===== src/rtl/load_store_unit_if.sv =====
// Request/response/data-memory bundle for load_store_unit.
// slave = the unit itself, master = the pipeline/memory side.
interface load_store_unit_if;
    logic        req_valid;
    logic        req_ready;
    logic        req_we;
    logic [1:0]  req_size;
    logic        req_signed;
    logic [31:0] req_addr;
    logic [31:0] req_wdata;
    logic        rsp_valid;
    logic [31:0] rsp_rdata;
    logic        rsp_fault;
    logic [31:0] mem_addr;
    logic [31:0] mem_din;
    logic        mem_we;
    logic [31:0] mem_dout;

    modport slave (
        input  req_valid, req_we, req_size, req_signed, req_addr, req_wdata, mem_dout,
        output req_ready, rsp_valid, rsp_rdata, rsp_fault, mem_addr, mem_din, mem_we
    );

    modport master (
        output req_valid, req_we, req_size, req_signed, req_addr, req_wdata, mem_dout,
        input  req_ready, rsp_valid, rsp_rdata, rsp_fault, mem_addr, mem_din, mem_we
    );
endinterface


===== src/rtl/load_store_unit.sv =====
// Single-request load/store unit in front of a 2^ADDR_W x 32-bit data memory; sub-word stores use read-modify-write.
// Define LSU_MISALIGN_TRAP_EN to fault misaligned halfword/word accesses instead of aligning them down.
module load_store_unit #(
    parameter int ADDR_W = 5
) (
    input  logic              clk,
    input  logic              reset,
    load_store_unit_if.slave  bus
);

    typedef enum logic [1:0] {IDLE, RD, WR, RESP} state_t;

    state_t              state_q, state_d;
    logic [ADDR_W-1:0]   mem_addr_q, mem_addr_d;
    logic [31:0]         mem_din_q, mem_din_d;
    logic [31:0]         rsp_rdata_q, rsp_rdata_d;
    logic                rsp_fault_q, rsp_fault_d;
    logic                we_q, we_d;
    logic [1:0]          size_q, size_d;
    logic                signed_q, signed_d;
    logic [1:0]          lane_q, lane_d;
    logic [31:0]         wdata_q, wdata_d;

    logic                addr_out_of_range;
    logic                misaligned;
    logic                req_fault;

    function automatic logic [31:0] extract_load(input logic [31:0] word, input logic [1:0] size,
                                                 input logic sgn, input logic [1:0] lane);
        logic [7:0]  b;
        logic [15:0] h;
        b = word[{lane, 3'b000} +: 8];
        h = lane[1] ? word[31:16] : word[15:0];
        case (size)
            2'b00:   return {{24{sgn & b[7]}}, b};
            2'b01:   return {{16{sgn & h[15]}}, h};
            default: return word;
        endcase
    endfunction

    function automatic logic [31:0] merge_store(input logic [31:0] word, input logic [31:0] wdata,
                                                input logic [1:0] size, input logic [1:0] lane);
        logic [31:0] m;
        m = word;
        case (size)
            2'b00: m[{lane, 3'b000} +: 8] = wdata[7:0];
            2'b01: begin
                if (lane[1]) m[31:16] = wdata[15:0];
                else         m[15:0]  = wdata[15:0];
            end
            default: m = wdata;
        endcase
        return m;
    endfunction

    assign addr_out_of_range = |(bus.req_addr >> (ADDR_W + 2));

`ifdef LSU_MISALIGN_TRAP_EN
    assign misaligned = ((bus.req_size == 2'b01) && bus.req_addr[0]) ||
                        ((bus.req_size == 2'b10) && (bus.req_addr[1:0] != 2'b00));
`else
    assign misaligned = 1'b0;
`endif

    assign req_fault = (bus.req_size == 2'b11) || addr_out_of_range || misaligned;

    always_comb begin
        state_d     = state_q;
        mem_addr_d  = mem_addr_q;
        mem_din_d   = mem_din_q;
        rsp_rdata_d = rsp_rdata_q;
        rsp_fault_d = rsp_fault_q;
        we_d        = we_q;
        size_d      = size_q;
        signed_d    = signed_q;
        lane_d      = lane_q;
        wdata_d     = wdata_q;

        case (state_q)
            IDLE: begin
                if (bus.req_valid) begin
                    we_d       = bus.req_we;
                    size_d     = bus.req_size;
                    signed_d   = bus.req_signed;
                    lane_d     = bus.req_addr[1:0];
                    wdata_d    = bus.req_wdata;
                    mem_addr_d = bus.req_addr[ADDR_W+1:2];
                    if (req_fault) begin
                        state_d     = RESP;
                        rsp_fault_d = 1'b1;
                        rsp_rdata_d = '0;
                    end else if (bus.req_we && (bus.req_size == 2'b10)) begin
                        state_d   = WR;
                        mem_din_d = bus.req_wdata;
                    end else begin
                        state_d = RD;
                    end
                end
            end
            RD: begin
                // Sub-word stores merge into the word just read; loads finish here.
                if (we_q) begin
                    state_d   = WR;
                    mem_din_d = merge_store(bus.mem_dout, wdata_q, size_q, lane_q);
                end else begin
                    state_d     = RESP;
                    rsp_rdata_d = extract_load(bus.mem_dout, size_q, signed_q, lane_q);
                    rsp_fault_d = 1'b0;
                end
            end
            WR: begin
                state_d     = RESP;
                rsp_rdata_d = '0;
                rsp_fault_d = 1'b0;
            end
            default: state_d = IDLE;
        endcase
    end

    always_ff @(posedge clk) begin
        if (reset) begin
            state_q     <= IDLE;
            mem_addr_q  <= '0;
            mem_din_q   <= '0;
            rsp_rdata_q <= '0;
            rsp_fault_q <= 1'b0;
        end else begin
            state_q     <= state_d;
            mem_addr_q  <= mem_addr_d;
            mem_din_q   <= mem_din_d;
            rsp_rdata_q <= rsp_rdata_d;
            rsp_fault_q <= rsp_fault_d;
        end
    end

    always_ff @(posedge clk) begin
        we_q     <= we_d;
        size_q   <= size_d;
        signed_q <= signed_d;
        lane_q   <= lane_d;
        wdata_q  <= wdata_d;
    end

    // Reset gates the handshake and write strobe immediately so an aborted WR never lands.
    assign bus.req_ready = (state_q == IDLE) && !reset;
    assign bus.rsp_valid = (state_q == RESP);
    assign bus.mem_we    = (state_q == WR) && !reset;
    assign bus.mem_addr  = 32'(mem_addr_q);
    assign bus.mem_din   = mem_din_q;
    assign bus.rsp_rdata = rsp_rdata_q;
    assign bus.rsp_fault = rsp_fault_q;

endmodule


===== src/flat_wrapper.sv =====
// flat-port wrapper written by rule: the top's interface ports become plain ports
module load_store_unit_flat 
#(
    parameter int ADDR_W = 5
)
  (clk, reset, bus_req_valid, bus_req_we, bus_req_size, bus_req_signed, bus_req_addr, bus_req_wdata, bus_mem_dout, bus_req_ready, bus_rsp_valid, bus_rsp_rdata, bus_rsp_fault, bus_mem_addr, bus_mem_din, bus_mem_we);
  load_store_unit_if bus_i ();
  input  logic clk;
  input  logic reset;
  input wire logic [$bits(bus_i.req_valid)-1:0] bus_req_valid;
  input wire logic [$bits(bus_i.req_we)-1:0] bus_req_we;
  input wire logic [$bits(bus_i.req_size)-1:0] bus_req_size;
  input wire logic [$bits(bus_i.req_signed)-1:0] bus_req_signed;
  input wire logic [$bits(bus_i.req_addr)-1:0] bus_req_addr;
  input wire logic [$bits(bus_i.req_wdata)-1:0] bus_req_wdata;
  input wire logic [$bits(bus_i.mem_dout)-1:0] bus_mem_dout;
  output wire logic [$bits(bus_i.req_ready)-1:0] bus_req_ready;
  output wire logic [$bits(bus_i.rsp_valid)-1:0] bus_rsp_valid;
  output wire logic [$bits(bus_i.rsp_rdata)-1:0] bus_rsp_rdata;
  output wire logic [$bits(bus_i.rsp_fault)-1:0] bus_rsp_fault;
  output wire logic [$bits(bus_i.mem_addr)-1:0] bus_mem_addr;
  output wire logic [$bits(bus_i.mem_din)-1:0] bus_mem_din;
  output wire logic [$bits(bus_i.mem_we)-1:0] bus_mem_we;
  assign bus_i.req_valid = bus_req_valid;
  assign bus_i.req_we = bus_req_we;
  assign bus_i.req_size = bus_req_size;
  assign bus_i.req_signed = bus_req_signed;
  assign bus_i.req_addr = bus_req_addr;
  assign bus_i.req_wdata = bus_req_wdata;
  assign bus_i.mem_dout = bus_mem_dout;
  assign bus_req_ready = bus_i.req_ready;
  assign bus_rsp_valid = bus_i.rsp_valid;
  assign bus_rsp_rdata = bus_i.rsp_rdata;
  assign bus_rsp_fault = bus_i.rsp_fault;
  assign bus_mem_addr = bus_i.mem_addr;
  assign bus_mem_din = bus_i.mem_din;
  assign bus_mem_we = bus_i.mem_we;
  load_store_unit #(.ADDR_W(ADDR_W)) u_core (.clk(clk), .reset(reset), .bus(bus_i));
endmodule

===== config.mk =====
export PLATFORM = sky130hd
export DESIGN_NAME = load_store_unit_flat
export DESIGN_NICKNAME = d
export VERILOG_FILES = /design/src/rtl/load_store_unit_if.sv /design/src/rtl/load_store_unit.sv /design/src/flat_wrapper.sv
export SDC_FILE = /design/constraint.sdc
export NUM_CORES = 1
export LEC_CHECK = 0
export CELL_PAD_IN_SITES_DETAIL_PLACEMENT = 0
export CELL_PAD_IN_SITES_GLOBAL_PLACEMENT = 2
export CORE_MARGIN = 1
export CORE_UTILIZATION = 37
export CTS_CLUSTER_SIZE = 8
export DETAILED_ROUTE_END_ITERATION = 6
export DONT_BUFFER_PORTS = 1
export GPL_TIMING_DRIVEN = 1
export PLACE_DENSITY_LB_ADDON = 0.1
export SKIP_LAST_GASP = 1
export SYNTH_ARGS = -nofsm -noshare
export SYNTH_HDL_FRONTEND = slang
export SYNTH_SLANG_ARGS = --single-unit

===== constraint.sdc =====
create_clock -name clk -period 3.8 [get_ports clk]
set_clock_uncertainty 0.1 [all_clocks]
set_input_delay 0.57 -clock clk [delete_from_list [all_inputs] [get_ports clk]]
set_output_delay 0.57 -clock clk [all_outputs]
set_load 0.1 [all_outputs]

# Word level (Yosys, flattened, before mapping)

Cells that the tools add are included.
W data, S select, Z words.

Latch bits: 0
Bits of input ports: 103
Memory bits (read-only): 0
Output and inout port bits: 100
Bits in registers: 110
Word-level logic and storage cells: 65
Bits in writable memories: 0
Memories kept: 0

Divide/modulo/power cells: 0
Add/sub/neg operators: 1
Multiply operators: 0
Equality and inequality tests: 12
Mux-type cells: 24
Order comparisons: 0
Reduce and logical (&&, ||, !) cells: 13
Shift-type cells: 3
Bitwise gates (word level): 2

Operators by type and width:

| kind                     | number |
|---|---|
| $mux W32                 | 7 |
| $pmux W32 S2             | 3 |
| $pmux W32 S3             | 1 |
| $mux W16                 | 3 |
| $bwmux W32               | 1 |
| $shift A8 B7 Y32 const A | 1 |
| $shiftx A32 B6 Y8        | 1 |
| $shiftx A8 B7 Y32        | 1 |
| $reduce_or A25 Y1        | 1 |
| $eq A2 B2 Y1 const B     | 4 |
| $neg A5 Y7               | 1 |
| $mux W2                  | 3 |
| $ne A2 B1 Y1 const B     | 3 |
| $ne A2 B2 Y1 const B     | 3 |
| $pmux W2 S3              | 1 |
| $reduce_and A5 Y1        | 1 |
| $eq A2 B1 Y1 const B     | 2 |
| $logic_not A2 Y1         | 2 |
| $mux W1                  | 4 |
| $reduce_and A4 Y1        | 1 |
| $logic_and A1 B1 Y1      | 3 |
| $pmux W1 S3              | 1 |
| $reduce_bool A3 Y1       | 1 |
| $and A1 B1 Y1            | 2 |
| other kinds (4)          | 4 |

# Longest topological paths before layout

Depth after elaboration: 6
Depth in mapped cells: 11
Mapped depth without buffers: 8

# Least setup slack after synthesis

OpenSTA, ideal clock, no wires.

Path kind: register to register
Start: register u_core.lane_q[1]
End: register u_core.mem_din_q[7], in the netlist u_core.bus.mem_din[7]
Data arrival time: 2.604 ns
Slack: 1.026 ns
Period minus slack after synthesis: 2.774 ns
Library setup time: 0.071 ns
Required time: 3.629 ns
Path buffers: 2
Stages on the path, launching flop included: 10
Cell sequence: edfxtp_1 > clkbuf_1 > clkbuf_1 > inv_1 > ha_1 > nor3b_2 > o2bb2ai_1 > a221oi_1 > or4_1 > a21oi_1

Word-level cells in the longest chain between the ends: 6
Elaborated cells on any way between the ends: 8
Those cells by class: 1 x add/sub; 2 x shift; 5 x mux

Ends and longest elaborated chain:

| element                                               | RTL line               | text |
|---|---|---|
| start: declaration                                    | load_store_unit.sv:21  | `logic [1:0] lane_q, lane_d;` |
| start signal: assignment                              | load_store_unit.sv:140 | `lane_q <= lane_d;` |
| $neg A5 Y7                                            | load_store_unit.sv:46  | `2'b00: m[{lane, 3'b000} +: 8] = wdata[7:0];` |
| $shiftx A8 B7 Y32 or $shift A8 B7 Y32 (tied branches) | load_store_unit.sv:46  |  |
| $bwmux W32                                            | load_store_unit.sv:46  |  |
| $pmux W32 S2 *                                        | load_store_unit.sv:45  | `case (size)` |
| $mux W32 *                                            | load_store_unit.sv:102 | `if (we_q) begin` |
| $pmux W32 S2 *                                        | load_store_unit.sv:79  | `case (state_q)` |
| end signal: assignment                                | load_store_unit.sv:130 | `mem_din_q <= mem_din_d;` |
| end: declaration                                      | load_store_unit.sv:15  | `logic [31:0] mem_din_q, mem_din_d;` |

Every way passes the cells marked *; elsewhere a longest branch is shown, timed or not. The select of a mux whose other input is x is not followed.
A chain may end at the register's enable or synchronous reset.

# Final worst setup path

Start: register u_core.lane_q[0]
End: register u_core.mem_din_q[6], in the netlist u_core.bus.mem_din[6]

Word-level cells in the longest chain between the ends: 6
Elaborated cells on any way between the ends: 7
Those cells by class: 1 x add/sub; 2 x shift; 4 x mux

Ends and longest elaborated chain:

| element                                               | RTL line |
|---|---|
| $neg A5 Y7 *                                          | load_store_unit.sv:46 |
| $shiftx A8 B7 Y32 or $shift A8 B7 Y32 (tied branches) | load_store_unit.sv:46 |
| $bwmux W32 *                                          | load_store_unit.sv:46 |
| $pmux W32 S2 *                                        | load_store_unit.sv:45 |
| $mux W32 *                                            | load_store_unit.sv:102 |
| $pmux W32 S2 *                                        | load_store_unit.sv:79 |

Marked as above.

==> reports/qor.txt <==
switching power: 0.002671 W
clock root cell: clkbuf_16
total number of vias: 5,404
# port buffers: 0
Final min period: 2.908 ns
I/O pins: 203
Final Cycle Share: 76.54%
FF-to-FF End: u_core.bus.mem_din[6]
worst skew pair latency: 0.36 ns
top_reg_cell synth: dfxtp_1
vias in the first global route: 5,158
Area Overhead vs Synth: 5.784%
DRT Wirelength: 20,860 um
average routed wire per standard cell: 23.28 um
Sw Ratio: 51.19%
Sink Count: 110
total track usage: 23.81%
# H-tree levels: 3
Post-Place Setup Slack: 0.9321 ns
Hold/Removal Path Class: in2reg
Final ANT Viol Nets: 0
PwrDens: 797.3 nW/um2
Synth Cell Area: 6187 um2
worst r2r path cells: 7
hold_sp: reset
met2 routed WL: 9780 um
Reg2Reg Setup Slack: 0.89 ns
fraction of registers with async set/reset: 0%
worst vdd ir: 393.0 uV
Die ar.: 17,240 um2
Leak: 2.253 nW
hold path cells: 1
Placer Congestion: 0.8547
PnR worst setup slack: 0.8916 ns
DRC violations left: 0
Yosys top cell area share: 23.30%
CTS tree: done
post-cts resize count: 0
die height: 131.3 um
# setup viols final: 0
CP endpoint kind: flop
chip width: 131.3 um
Syn. warnings: 0
Logic pwr share: 31.4%
Core Footprint: 16,120 um2
first-pass GRT wire length: 31,250 um
row cnt: 46
RSZ-0062 raised after global routing: false
Fin. Hold Viols: 0
postcts setup bufs: 0
Worst Path Required: 3.99 ns
sequential group share of total power: 49.4%
outcome: finished clean
HPWL Detailed: 15,430 um
Post-synth EDFFs: 38
Worst setup SP type: flop
max cap viols: 0
starting density of the core: 38.39%
Overflow after GRT: 0
Power Total: 0.005218 W
Initial DRC Count: 367
Slew Viols, Final: 0
Clock Path Buffers: 2
max layer used: met4
met3 WL: 1876 um
distinct cell type count after synthesis: 51
largest net degree at the start of global routing: 62
CTS Buf Count: 9
Seq/Total Area, Yosys: 41.74%
worst r2r src: u_core.lane_q[0]
vias per cell: 6.031
crit path kind: reg2reg
area leader, netlist: dfxtp_1
critical path arrival: 3.10 ns
Final #Nets: 786
flops & latches, synth: 110
Max FO, Critical Path: 16
Pint: 0.002547 W
syn_area_per_cell: 8.690 um2
layout cells sized above 1: 6.627%
top post-synthesis cells by area: dfxtp_1 (23%), edfxtp_1 (18%), a21oi_1 (4.8%), o2111ai_1 (4.2%), o21ai_0 (4.0%)
Worst-Margin Slew: 1.056 ns
wl on met1: 8752 um
Rel. slew slack: 29.31%
Fmax: 0.3438 GHz
Hold Path Sink: u_core.bus.rsp_fault
Clk pin slew, worst setup/hold paths: 0.07 ns
initial antenna violation count: 1
setup_tns: 0 ns
Gate Count Post-Synth: 712
hold_buf cts: 0
Detailed Routing Iterations Pass 1: 5
part of the power in the clock network: 19.1%
## critical path: stages, from the launching register on
cell,delay (ns)
edfxtp_1,0.70
inv_1,0.19
ha_1,0.39
nor3b_2,0.55
o2bb2ai_1,0.20
a221oi_1,0.11
or4_1,0.47
a21oi_1,0.14
## synthesized netlist by cell type, types with 9 or more instances
cell type,instances
ha_1,9
buf_4,27
nand3_1,30
a22o_1,16
nor2b_1,29
clkbuf_1,50
a221oi_1,18
nand2_1,61
dfxtp_1,72
inv_1,22
o21ai_0,50
and3b_1,9
a21oi_1,59
o2111ai_1,30
a31oi_1,10
o22ai_1,16
nand4_1,16
edfxtp_1,38
nor2_1,28
nand2b_1,39
## stage by stage
stage                     hold WS, ns  area (um2)  std cells  utilization, %
after global routing           0.1701        6545        896           40.61
after detailed placement       0.3880        6230        879           38.66
after CTS                      0.1685        6543        895           40.60
after global placement         0.3748        6230        879           38.66
final                          0.1826        6545        896           40.61
after floorplan                0.3647        6285        738               -
## logic make-up (layout without fill, tap and decap cells)
family | Yosys count | in the layout | share of synthesized area, %
compound gates | 232 | 232 | 25.16
mux | 10 | 10 | 1.840
flops | 110 | 110 | 41.74
other cells | 1 | 28 | 0.06061
fa+ha+maj | 9 | 9 | 1.820
buf+inv | 116 | 57 | 8.938
simple gates | 234 | 234 | 20.45
## state kept, by name, summed over array words and instances, names as in the netlist
register,cells
u_core.bus.mem_din,32
u_core.bus.rsp_rdata,32
u_core.wdata_q,32
u_core.mem_addr_q,5
u_core.lane_q,2
u_core.size_q,2
u_core.state_q,2
u_core.bus.rsp_fault,1
u_core.signed_q,1
u_core.we_q,1
## power groups by stage
stage / clock network, W / registers [W] / logic (W)
CTS: 0.00103 / 0.00258 / 0.00164
finish: 0.000999 / 0.00258 / 0.00164
global route: 0.00107 / 0.00261 / 0.00180
floorplan: 0 / 0.00250 / 0.00132
global placement: 0 / 0.00260 / 0.00161
detailed placement: 0 / 0.00260 / 0.00164
## worst max-delay path by stage
stage / startpoint / cells past startpoint / end
3_5_place_dp: u_core.lane_q[0] / 7 / u_core.bus.mem_din[6]
3_3_place_gp: u_core.lane_q[0] / 7 / u_core.bus.mem_din[5]
2_1_floorplan: u_core.lane_q[1] / 9 / u_core.bus.mem_din[7]
5_1_grt: u_core.lane_q[0] / 7 / u_core.bus.mem_din[6]
6_report: u_core.lane_q[0] / 7 / u_core.bus.mem_din[6]
4_1_cts: u_core.lane_q[0] / 7 / u_core.bus.mem_din[6]
## layer usage
metal  global-route usage, %  vias to the layer above
li1                        -                     2519
met1                   29.37                     2615
met2                   39.01                      243
met3                   7.755                       27
met4                   7.946                        0
met5                       0                        -
## final cells by class
cell class	count	area, um2
Antenna cell	1	2.502
Multi-Input combinational cell	512	3159
Sequential cell	110	2582
Clock inverter	3	42.54
Timing Repair Buffer	17	127.6
Fill cell	1673	9570
Inverter	24	90.09
Clock buffer	13	270.3
Tap cell	216	270.3
## cell usage in the layout (no fill, tap or decap), types with 3 or more instances in the layout
master      n
a31oi_1    10
conb_1     27
edfxtp_1   38
dfxtp_1    72
nor4_2      3
o22ai_1    16
nand3_1    30
clkbuf_16   9
nor2b_1    27
a32oi_1     8
and3b_1     9
a22o_1     16
o2bb2ai_1   8
o221ai_1    7
o2111ai_1  30
buf_4      17
a211oi_1    3
inv_1      22
ha_1        8
mux2i_1     8
nor2_1     27
a221oi_1   18
clkbuf_8    3
nand2_1    61
or4_1       8
o21ai_0    50
nand4_1    16
nand2b_1   39
a21oi_1    59
Note: power is estimated with default switching activity, not from simulation.
